$ cat src/rtl/game_pkg.sv
// Shared game types and widths for the player charge meter and the throw controllers.
package game_pkg;

    localparam int FORCE_W = 10;
    localparam int WIND_W  = 7;

    localparam logic [WIND_W-1:0] WIND_CALM = 7'd50;
    localparam logic [WIND_W-1:0] WIND_MAX  = 7'd100;

    typedef enum logic [2:0] {
        IDLE,
        ARMED,
        CHARGE,
        LAUNCH,
        DONE
    } charge_state_t;

    // Fold the 101..127 tail of a 7-bit random value back into 74..100.
    function automatic logic [WIND_W-1:0] wind_from_lfsr(input logic [WIND_W-1:0] raw);
        logic [WIND_W-1:0] w;
        w = raw;
        if (w > WIND_MAX) begin
            w = w - WIND_W'(27);
        end
        return w;
    endfunction

endpackage

$ cat src/rtl/btn_debounce.sv
// Two-flop synchronizer plus stable-count debouncer for a raw player button.
module btn_debounce #(
    parameter int DEB_CYCLES = 65000
) (
    input  logic clk,
    input  logic rst,
    input  logic btn,
    output logic btn_db
);

    localparam int CW = $clog2(DEB_CYCLES + 1);

    logic          sync1_q, sync1_d;
    logic          sync2_q, sync2_d;
    logic          db_q, db_d;
    logic [CW-1:0] cnt_q, cnt_d;

    // The count only advances while the synchronized level disagrees with the
    // accepted one; any agreeing cycle restarts it.
    always_comb begin
        sync1_d = btn;
        sync2_d = sync1_q;
        db_d    = db_q;
        cnt_d   = '0;
        if (sync2_q != db_q) begin
            if (cnt_q == CW'(DEB_CYCLES - 1)) begin
                db_d = sync2_q;
            end else begin
                cnt_d = cnt_q + CW'(1);
            end
        end
    end

    always_ff @(posedge clk) begin
        if (rst) begin
            sync1_q <= 1'b0;
            sync2_q <= 1'b0;
            db_q    <= 1'b0;
            cnt_q   <= '0;
        end else begin
            sync1_q <= sync1_d;
            sync2_q <= sync2_d;
            db_q    <= db_d;
            cnt_q   <= cnt_d;
        end
    end

    assign btn_db = db_q;

endmodule

$ cat src/rtl/throw_charge_ctl.sv
// Per-player charge meter: ping-pong force ramp while the button is held, then a
// latched force and per-turn wind handed to the throw controller.
module throw_charge_ctl
    import game_pkg::*;
#(
    parameter int          TICK_DIV   = 650000,
    parameter int          FORCE_STEP = 12,
    parameter int          FORCE_MIN  = 64,
    parameter int          FORCE_MAX  = 1000,
    parameter int          DEB_CYCLES = 65000,
    parameter logic [15:0] LFSR_SEED  = 16'hACE1
) (
    input  logic               clk,
    input  logic               rst,
    input  logic               btn,
    input  logic               turn_active,
    input  logic               throw_done,
    output logic [FORCE_W-1:0] throw_force,
    output logic [WIND_W-1:0]  wind_force,
    output logic               throw_enable,
    output logic               charging,
    output logic               turn_over
);

    localparam int TW = (TICK_DIV > 1) ? $clog2(TICK_DIV) : 1;
    localparam logic [FORCE_W:0] STEP_X = (FORCE_W + 1)'(FORCE_STEP);
    localparam logic [FORCE_W:0] MIN_X  = (FORCE_W + 1)'(FORCE_MIN);
    localparam logic [FORCE_W:0] MAX_X  = (FORCE_W + 1)'(FORCE_MAX);

    logic btn_db;

    btn_debounce #(.DEB_CYCLES(DEB_CYCLES)) u_btn_debounce (
        .clk    (clk),
        .rst    (rst),
        .btn    (btn),
        .btn_db (btn_db)
    );

    logic [TW-1:0]      tick_cnt_q, tick_cnt_d;
    logic               tick;
    logic [15:0]        lfsr_q, lfsr_d;
    charge_state_t      state_q, state_d;
    logic [FORCE_W-1:0] force_q, force_d;
    logic [WIND_W-1:0]  wind_q, wind_d;
    logic               dir_up_q, dir_up_d;
    logic               seen_rel_q, seen_rel_d;
    logic               enable_q, enable_d;
    logic               charging_q, charging_d;
    logic               turn_over_q, turn_over_d;
    logic [FORCE_W:0]   force_next;

    always_comb begin
        tick       = (tick_cnt_q == TW'(TICK_DIV - 1));
        tick_cnt_d = tick ? '0 : tick_cnt_q + TW'(1);
        lfsr_d     = {lfsr_q[14:0], lfsr_q[15] ^ lfsr_q[13] ^ lfsr_q[12] ^ lfsr_q[10]};
        // One extra bit so the step can overshoot before the clamp.
        force_next = dir_up_q ? ({1'b0, force_q} + STEP_X) : ({1'b0, force_q} - STEP_X);
    end

    always_comb begin
        state_d    = state_q;
        force_d    = force_q;
        wind_d     = wind_q;
        dir_up_d   = dir_up_q;
        seen_rel_d = seen_rel_q;
        case (state_q)
            IDLE: begin
                if (turn_active) begin
                    wind_d     = wind_from_lfsr(lfsr_q[WIND_W-1:0]);
                    seen_rel_d = 1'b0;
                    state_d    = ARMED;
                end
            end
            ARMED: begin
                if (!turn_active) begin
                    force_d = '0;
                    wind_d  = WIND_CALM;
                    state_d = IDLE;
                end else if (!btn_db) begin
                    seen_rel_d = 1'b1;
                end else if (seen_rel_q) begin
                    force_d  = FORCE_W'(FORCE_MIN);
                    dir_up_d = 1'b1;
                    state_d  = CHARGE;
                end
            end
            CHARGE: begin
                // Release is checked before the tick so a coincident tick is dropped.
                if (!turn_active) begin
                    force_d = '0;
                    wind_d  = WIND_CALM;
                    state_d = IDLE;
                end else if (!btn_db) begin
                    state_d = LAUNCH;
                end else if (tick) begin
                    if (force_next >= MAX_X) begin
                        force_d  = FORCE_W'(FORCE_MAX);
                        dir_up_d = 1'b0;
                    end else if (force_next <= MIN_X) begin
                        force_d  = FORCE_W'(FORCE_MIN);
                        dir_up_d = 1'b1;
                    end else begin
                        force_d = force_next[FORCE_W-1:0];
                    end
                end
            end
            LAUNCH: begin
                if (throw_done) begin
                    state_d = DONE;
                end
            end
            DONE: begin
                force_d = '0;
                wind_d  = WIND_CALM;
                state_d = IDLE;
            end
            default: begin
                state_d = IDLE;
            end
        endcase
        enable_d    = (state_d == LAUNCH);
        charging_d  = (state_d == CHARGE);
        turn_over_d = (state_d == DONE);
    end

    always_ff @(posedge clk) begin
        if (rst) begin
            tick_cnt_q  <= '0;
            lfsr_q      <= LFSR_SEED;
            state_q     <= IDLE;
            force_q     <= '0;
            wind_q      <= WIND_CALM;
            dir_up_q    <= 1'b1;
            seen_rel_q  <= 1'b0;
            enable_q    <= 1'b0;
            charging_q  <= 1'b0;
            turn_over_q <= 1'b0;
        end else begin
            tick_cnt_q  <= tick_cnt_d;
            lfsr_q      <= lfsr_d;
            state_q     <= state_d;
            force_q     <= force_d;
            wind_q      <= wind_d;
            dir_up_q    <= dir_up_d;
            seen_rel_q  <= seen_rel_d;
            enable_q    <= enable_d;
            charging_q  <= charging_d;
            turn_over_q <= turn_over_d;
        end
    end

    assign throw_force  = force_q;
    assign wind_force   = wind_q;
    assign throw_enable = enable_q;
    assign charging     = charging_q;
    assign turn_over    = turn_over_q;

endmodule

$ cat config.mk
export PLATFORM = sky130hd
export DESIGN_NAME = throw_charge_ctl
export DESIGN_NICKNAME = d
export VERILOG_FILES = /design/src/rtl/game_pkg.sv /design/src/rtl/btn_debounce.sv /design/src/rtl/throw_charge_ctl.sv
export SDC_FILE = /design/constraint.sdc
export NUM_CORES = 1
export LEC_CHECK = 0
export CORE_ASPECT_RATIO = 0.6
export CORE_MARGIN = 8
export CORE_UTILIZATION = 50
export DETAILED_ROUTE_END_ITERATION = 12
export DONT_BUFFER_PORTS = 1
export GPL_ROUTABILITY_DRIVEN = 0
export PLACE_DENSITY = 0.68
export SLEW_MARGIN = 25
export SYNTH_ARGS = -nofsm -noshare
export SYNTH_HDL_FRONTEND = slang
export SYNTH_HIERARCHICAL = 1
export SYNTH_SLANG_ARGS = --single-unit
$ cat constraint.sdc
create_clock -name clk -period 2.2 [get_ports clk]
set_input_delay 0.66 -clock clk [delete_from_list [all_inputs] [get_ports clk]]
set_output_delay 0.66 -clock clk [all_outputs]
set_load 0.005 [all_outputs]
After elaboration in Yosys (flattened, before gate mapping):

Index checks and enable logic that the tools add are counted.

* flip-flop bits (word level): 80
* output and inout bits: 20

* $add $sub $neg: 5
* $lt $le $gt $ge: 3
* eq/ne operators: 24
* mux-type cells: 35
* bitwise logic cells: 4
* reductions and logical operators: 13

Operators by type and width (number)
* two-way mux 10 bit: 8
* one-hot mux 10 bit (3 select lines): 1
* two-way mux 3 bit: 7
* two-way mux 7 bit: 3
* one-hot mux 7 bit (3 select lines): 1
* adder 20 x 1 -> 20 bit (second input constant): 1
* equality test 20 bit (second input constant): 1
* adder 16 x 1 -> 16 bit (second input constant): 1
* equality test 16 bit (second input constant): 1
* != test 2 bit (second input constant): 7
* equality test 3 x 2 -> 1 bit (second input constant): 4
* one-hot mux 3 bit (4 select lines): 1
* adder 10 x 4 -> 11 bit (second input constant): 1
* >= comparator 11 x 10 -> 1 bit (second input constant): 1
* <= comparator 11 x 7 -> 1 bit (second input constant): 1
* two-way mux 1 bit: 11
* two-way mux 11 bit: 1
* subtractor 10 x 4 -> 11 bit (second input constant): 1
* != test 3 bit (second input constant): 3
* AND reduction 8 bit: 1
* > comparator 7 bit (second input constant): 1
* subtractor 7 x 5 -> 7 bit (second input constant): 1
* equality test 3 bit (second input constant): 2
* != test 3 x 2 -> 1 bit (second input constant): 2
* 15 further kinds: 22

Longest topological paths before layout:

* depth in word-level cells: 9
* gate-level depth with buffers: 9

Cells and area by module:

Netlist, hierarchy kept.

Modules (own cells, without submodules)
* throw_charge_ctl: times used 1, cells an instance 318, area each 2803.9 µm²
* btn_debounce: times used 1, cells an instance 89, area each 810.8 µm²

Worst setup path before layout:

OpenSTA, ideal clock, no wires.

* kind: flip-flop to flip-flop
* start: register force_q[2] (netlist: throw_force[2])
* end: register force_q[6] (netlist: throw_force[6])
* setup time: 0.130 ns
* data arrival time: 2.300 ns
* required time: 2.070 ns
* slack: -0.230 ns
* cell stages (with the launch flop): 10
* cell sequence: dfxtp_1 inv_1 fa_1 nand2b_1 a21oi_1 o21ai_0 xnor2_1 o41ai_4 nor4_1 nor4_2

* longest elaborated chain between the ends: 9
* elaborated cells between the ends (all ways): 11
* those cells by class: add/sub: 2; order compare: 2; mux: 7

Ends and longest elaborated chain
* start: declaration: line throw_charge_ctl.sv:43 `logic [FORCE_W-1:0] force_q, force_d;`
* start signal: assignment: line throw_charge_ctl.sv:142 `force_q <= force_d;`
* subtractor 10 x 4 -> 11 bit / adder 10 x 4 -> 11 bit (equally long branches): line throw_charge_ctl.sv:57 `force_next = dir_up_q ? ({1'b0, force_q} + STEP_X) : ({1'b0, force_q} - STEP_X);`
* two-way mux 11 bit *: line throw_charge_ctl.sv:57
* <= comparator 11 x 7 -> 1 bit: line throw_charge_ctl.sv:99 `end else if (force_next <= MIN_X) begin`
* two-way mux 10 bit: line throw_charge_ctl.sv:99
* two-way mux 10 bit *: line throw_charge_ctl.sv:96 `if (force_next >= MAX_X) begin`
* two-way mux 10 bit *: line throw_charge_ctl.sv:95 `end else if (tick) begin`
* two-way mux 10 bit *: line throw_charge_ctl.sv:93 `end else if (!btn_db) begin`
* two-way mux 10 bit *: line throw_charge_ctl.sv:89 `if (!turn_active) begin`
* one-hot mux 10 bit (3 select lines) *: line throw_charge_ctl.sv:66 `case (state_q)`

Mark *: on every way between the ends. The rest lies on a longest branch, timed or not. The select of a mux whose other input is x is not followed.
A chain may end at the register's enable or synchronous reset.

Final worst setup path:

* start: register dir_up_q
* end: register dir_up_q

* longest elaborated chain between the ends: 7
* elaborated cells between the ends (all ways): 10
* those cells by class: order compare: 2; eq/ne: 1; mux: 6; reduce/logical: 1

Ends and longest elaborated chain
* start: declaration: line throw_charge_ctl.sv:45 `logic dir_up_q, dir_up_d;`
* start signal: assignment: line throw_charge_ctl.sv:144 `dir_up_q <= dir_up_d;`
* two-way mux 11 bit *: line throw_charge_ctl.sv:57
* >= comparator 11 x 10 -> 1 bit: line throw_charge_ctl.sv:96
* two-way mux 1 bit: line throw_charge_ctl.sv:96
* two-way mux 1 bit: line throw_charge_ctl.sv:95
* two-way mux 1 bit: line throw_charge_ctl.sv:93
* two-way mux 1 bit: line throw_charge_ctl.sv:89
* one-hot mux 1 bit (2 select lines): line throw_charge_ctl.sv:66

Marked as above.

==> impl.org <==
** Synthesis
- Counting instances in the post-synthesis netlist gives the leading cell types as sky130_fd_sc_hd__dfxtp_1, sky130_fd_sc_hd__nor2_1, sky130_fd_sc_hd__nand2_1, sky130_fd_sc_hd__xnor2_1, sky130_fd_sc_hd__xor2_1.
- Post-synth EDFFs :: 0
- The average instance in the mapped netlist occupies 8.88 um^2.
- Synthesis inferred 78 register bits.
- Distinct cells, synth :: 54
- Count leader, synth :: sky130_fd_sc_hd__dfxtp_1
- Summed over its instances, the top area cell type makes up 43.2% of the synthesized netlist area.
- The mapped netlist covers 3610 um^2.
- Top cells by area, synth :: sky130_fd_sc_hd__dfxtp_1, sky130_fd_sc_hd__nor2_1, sky130_fd_sc_hd__xnor2_1
- sky130_fd_sc_hd__dfxtp_1 takes more of the synthesized area than any other cell.
- Post-synthesis sequential area ratio :: 43.2%
- Ys Warns :: 6
- After synthesis, the share of flip-flops with an asynchronous set or reset is 0%.
- Commonest register cell after synthesis :: sky130_fd_sc_hd__dfxtp_1
- Synthesis produced a netlist whose cell count is 407.

** GRT
- Maximum number of pins on one net before global-route repair :: 42
- Initial antenna violation count :: 0
- The number of global-route vias before repair came to 2712.
- Global-route total usage across every layer :: 15.4%
- Leftover overflow at the end of global routing :: 0
- In the global route stage, met2 resource usage came out at 23.1%.
- The global routing stage identified its most utilized layer as met2.
- Global routing met3 resource utilization :: 6.48%
- GR Util met1 :: 19.6%
- Wire length of the first global-routing pass :: 12800 um

** Worst setup path
- Counting both buffers and inverters, the worst setup path holds a total of 2.
- Worst-case register-to-register setup slack :: -0.12 ns
- STA puts the critical path data required time at 2.42 ns.
- Max stage delay on crit path :: 0.38 ns
- On the critical path, the stage with the largest delay is an instance of sky130_fd_sc_hd__dfxtp_4.
- The critical path is of the flop to flop type.
- Worst setup path startpoint :: dir_up_q
- The worst setup path is captured at a flop.
- Along the worst path, the maximum fanout reaches 5.
- The worst register-to-register path begins at dir_up_q.
- The worst register-to-register path has a depth of 10.
- Crit path arrival time :: 2.54 ns
- Nature of the critical path startpoint :: flop
- Top cell family by delay on the critical path :: compound AO/OA/AOI/OAI gates
- The signal on the critical path passes through inv_6 > fa_2 > nand2b_4 > a21oi_2 > xor2_1 > o211ai_1 > o41ai_4 > buf_4 > nand2_4 > o311a_1.
- The worst register-to-register path ends at dir_up_q.

** Clock network
- Clock tree synthesis inserted a total of 9 buffers.
- Counting along the longest clock path gives a buffer depth of 2.
- TritonCTS built the clock tree.
- Number of clock sinks :: 78
- Clock-pin slew of the registers on the worst-case setup and hold paths :: 0.06 ns
- Clock latency on the worst-skew pair, taken at its later pin, is 0.33 ns.
- CTS Root Buffer Type :: sky130_fd_sc_hd__clkbuf_16
- Post-CTS Hold Buffers :: 0
- # H-tree levels :: 3

** Timing
- Max Transition Viols Final :: 0
- Adding up every negative setup slack in the final design gives -0.500 ns.
- Worst setup slack after layout :: -0.117 ns
- Unrepaired setup endpoints after global routing :: yes
- Clock skew on the completed layout was measured at 0.00828 ns.
- Actual slew at the worst max-slew pin :: 0.622 ns
- Fraction of the cycle the final worst path needs :: 105%
- In this run the tightest slew margin relative to its limit is 58.2%.
- Max Clock Freq :: 432 MHz
- Period minus WS final :: 2.32 ns
- Setup violations remaining at the end of the flow were counted as 6.
- The number of hold-slack violations in the final timing report came to 0.

** Job
- Max-cap check violation count :: 0

** Finish
- The net count of the finished layout is 461.
- End-of-flow core utilization :: 61.6%
- Proportion of layout cells with a drive suffix above 1 :: 21.3%
- The number of antenna diodes in the final layout is 0.
- Post-route non-filler standard cell count :: 538
- Area Growth Syn to Fin :: 21.8%
- Final design instance area without fill :: 4400 um^2

** Pwr
- Of the total power, the clock network draws 45.1%.
- Summed over all nets, the switching power comes to 679 uW.
- Internal power of the cells :: 2.28 mW
- Power spread over the standard cell area amounts to 672 nW/um^2.
- Reg power frac :: 50.3%
- Summed over all cells, the static leakage comes to 1.72 nW.
- The completed layout was analyzed and its total power is 2.96 mW.
- Share of total power in combinational logic :: 4.6%
- Across the VDD grid, the largest voltage drop is 0.475 mV.
- In this run switching power makes up 22.9% of total power.

** Placed design
- The HPWL after detailed placement is 5460 um.
- Dpl cell area :: 3940 um^2
- Number of instances in the placed design :: 518
- The count of buffers added on input and output ports is 0.

** Routing
- Drt pass-1 iters :: 4
- In the final routed layout, each cell accounts on average for 14.3 um.
- Remaining number of nets flagged by the antenna check after routing :: 0
- Summed over all layers, the routed wires come to 7700 um.
- Residual DRC count :: 0
- Total number of vias :: 2869
- Via density per instance :: 5.33
- For this block, the initial DRC count from the detailed router was 188.

** Status
- Violated checks :: negative setup slack
- Result of the run :: finished with violations

** Floorplan
- In this run the core area contains 24 standard-cell rows.
- Die area :: 10300 um^2
- The total area inside the core boundary comes to 7150 um^2.
- The die is 126 um wide.
- For this design the top-level I/O count stands at 25.
- Height of the chip :: 81.9 um
- Once the floorplan was initialized, standard cells occupied 50.6% of the core.

** Worst hold path
- The path with the worst hold slack has its endpoint at u_btn_debounce/sync2_q.
- Worst hold start :: rst
- Along the worst hold path, the cell count comes to 1.
- Min-Delay Path Class :: input pin to flop
-- per-layer routing --
layer  up-vias  wire length (um)
met5         -                 0
met4         0                87
met1      1323              3920
li1       1478                 -
met2        56              3210
met3        12               478
-- worst max path at each step --
| stage | end | slack [ns] | depth (start not counted) |
|---|---|---|---|
| floorplan | dir_up_q | -0.08 | 9 |
| global placement | dir_up_q | -0.04 | 11 |
| detailed placement | dir_up_q | -0.17 | 11 |
| CTS | dir_up_q | -0.12 | 9 |
| global route | dir_up_q | -0.18 | 9 |
| finish | dir_up_q | -0.12 | 10 |
-- what timing repair did --
action	in CTS	in global routing
buffers inserted	3	2
pin swaps	10	13
endpoints found under the hold margin	0	0
setup endpoints to repair	6	11
gates resized for setup	15	14
-- cells by family (layout without fill, tap and decap cells) --
group	Yosys count	in the layout	synth area share, %
and+or+nand+nor	189	189	26.4
DFF	78	78	43.2
AOI/OAI and AO/OA	50	50	9.93
xor gates and xnor gates	47	47	11.4
buffers and inverters	24	63	2.80
adders and majority gates	14	14	5.05
muxes	4	4	1.11
other	1	2	0.104
-- worst register-to-register path: stages (launching register included) --
cell,delay (ns)
sky130_fd_sc_hd__dfxtp_4,0.38
sky130_fd_sc_hd__inv_6,0.06
sky130_fd_sc_hd__fa_2,0.35
sky130_fd_sc_hd__nand2b_4,0.17
sky130_fd_sc_hd__a21oi_2,0.14
sky130_fd_sc_hd__xor2_1,0.22
sky130_fd_sc_hd__o211ai_1,0.17
sky130_fd_sc_hd__o41ai_4,0.36
sky130_fd_sc_hd__buf_4,0.20
sky130_fd_sc_hd__nand2_4,0.05
sky130_fd_sc_hd__o311a_1,0.10
-- layout make-up --
type                       instances  area (um^2)
clock buffer                       9          225
clock inverter                     7         48.8
fill                             589         2750
inverter                          13         53.8
multi-input combinational        306         2130
sequential                        78         1570
tap                               91          114
timing repair buffer              34          263
-- power by group through the flow --
stage               registers [mW]  logic (mW)  clock network (mW)
floorplan                     1.51       0.121                   0
global placement              1.52       0.130                   0
detailed placement            1.52       0.134                   0
CTS                           1.49       0.135                1.38
global route                  1.49       0.154                1.45
finish                        1.49       0.135                1.34
-- per-stage QoR --
step	hold WS, ns	setup slack (ns)
6_report	0.406	-0.117
5_1_grt	0.387	-0.181
4_1_cts	0.385	-0.117
3_5_place_dp	0.399	-0.168
3_3_place_gp	0.392	-0.0351
2_1_floorplan	0.389	-0.0751
-- state kept, by name (all words and copies together), names as in the netlist --
register,flops
charging,1
dir_up_q,1
lfsr_q,16
seen_rel_q,1
state_q,3
throw_enable,1
throw_force,8
tick_cnt_q,20
turn_over,1
u_btn_debounce/btn_db,1
u_btn_debounce/cnt_q,16
u_btn_debounce/sync1_q,1
u_btn_debounce/sync2_q,1
wind_force,7
-- layout by cell type (no fill, tap or decap), types with 3 or more instances in the layout --
master,count
sky130_fd_sc_hd__o21ai_0,5
sky130_fd_sc_hd__a211oi_1,3
sky130_fd_sc_hd__o21ai_1,4
sky130_fd_sc_hd__a22oi_1,4
sky130_fd_sc_hd__nor2_1,74
sky130_fd_sc_hd__nor3_1,9
sky130_fd_sc_hd__or2_2,8
sky130_fd_sc_hd__xnor2_1,24
sky130_fd_sc_hd__nor4_1,6
sky130_fd_sc_hd__nand3b_1,3
sky130_fd_sc_hd__inv_1,10
sky130_fd_sc_hd__ha_1,9
sky130_fd_sc_hd__ha_4,3
sky130_fd_sc_hd__nor2b_1,10
sky130_fd_sc_hd__nand2_1,24
sky130_fd_sc_hd__mux2i_1,4
sky130_fd_sc_hd__buf_4,32
sky130_fd_sc_hd__a211o_1,3
sky130_fd_sc_hd__o211ai_1,3
sky130_fd_sc_hd__nor3b_1,4
sky130_fd_sc_hd__dfxtp_1,75
sky130_fd_sc_hd__a21oi_1,8
sky130_fd_sc_hd__nand3_1,13
sky130_fd_sc_hd__clkbuf_16,9
sky130_fd_sc_hd__or3_1,3
sky130_fd_sc_hd__and3_1,5
sky130_fd_sc_hd__o31ai_2,3
sky130_fd_sc_hd__xor2_1,20
sky130_fd_sc_hd__nand4_1,7
Power figures use the tool's default switching activity.
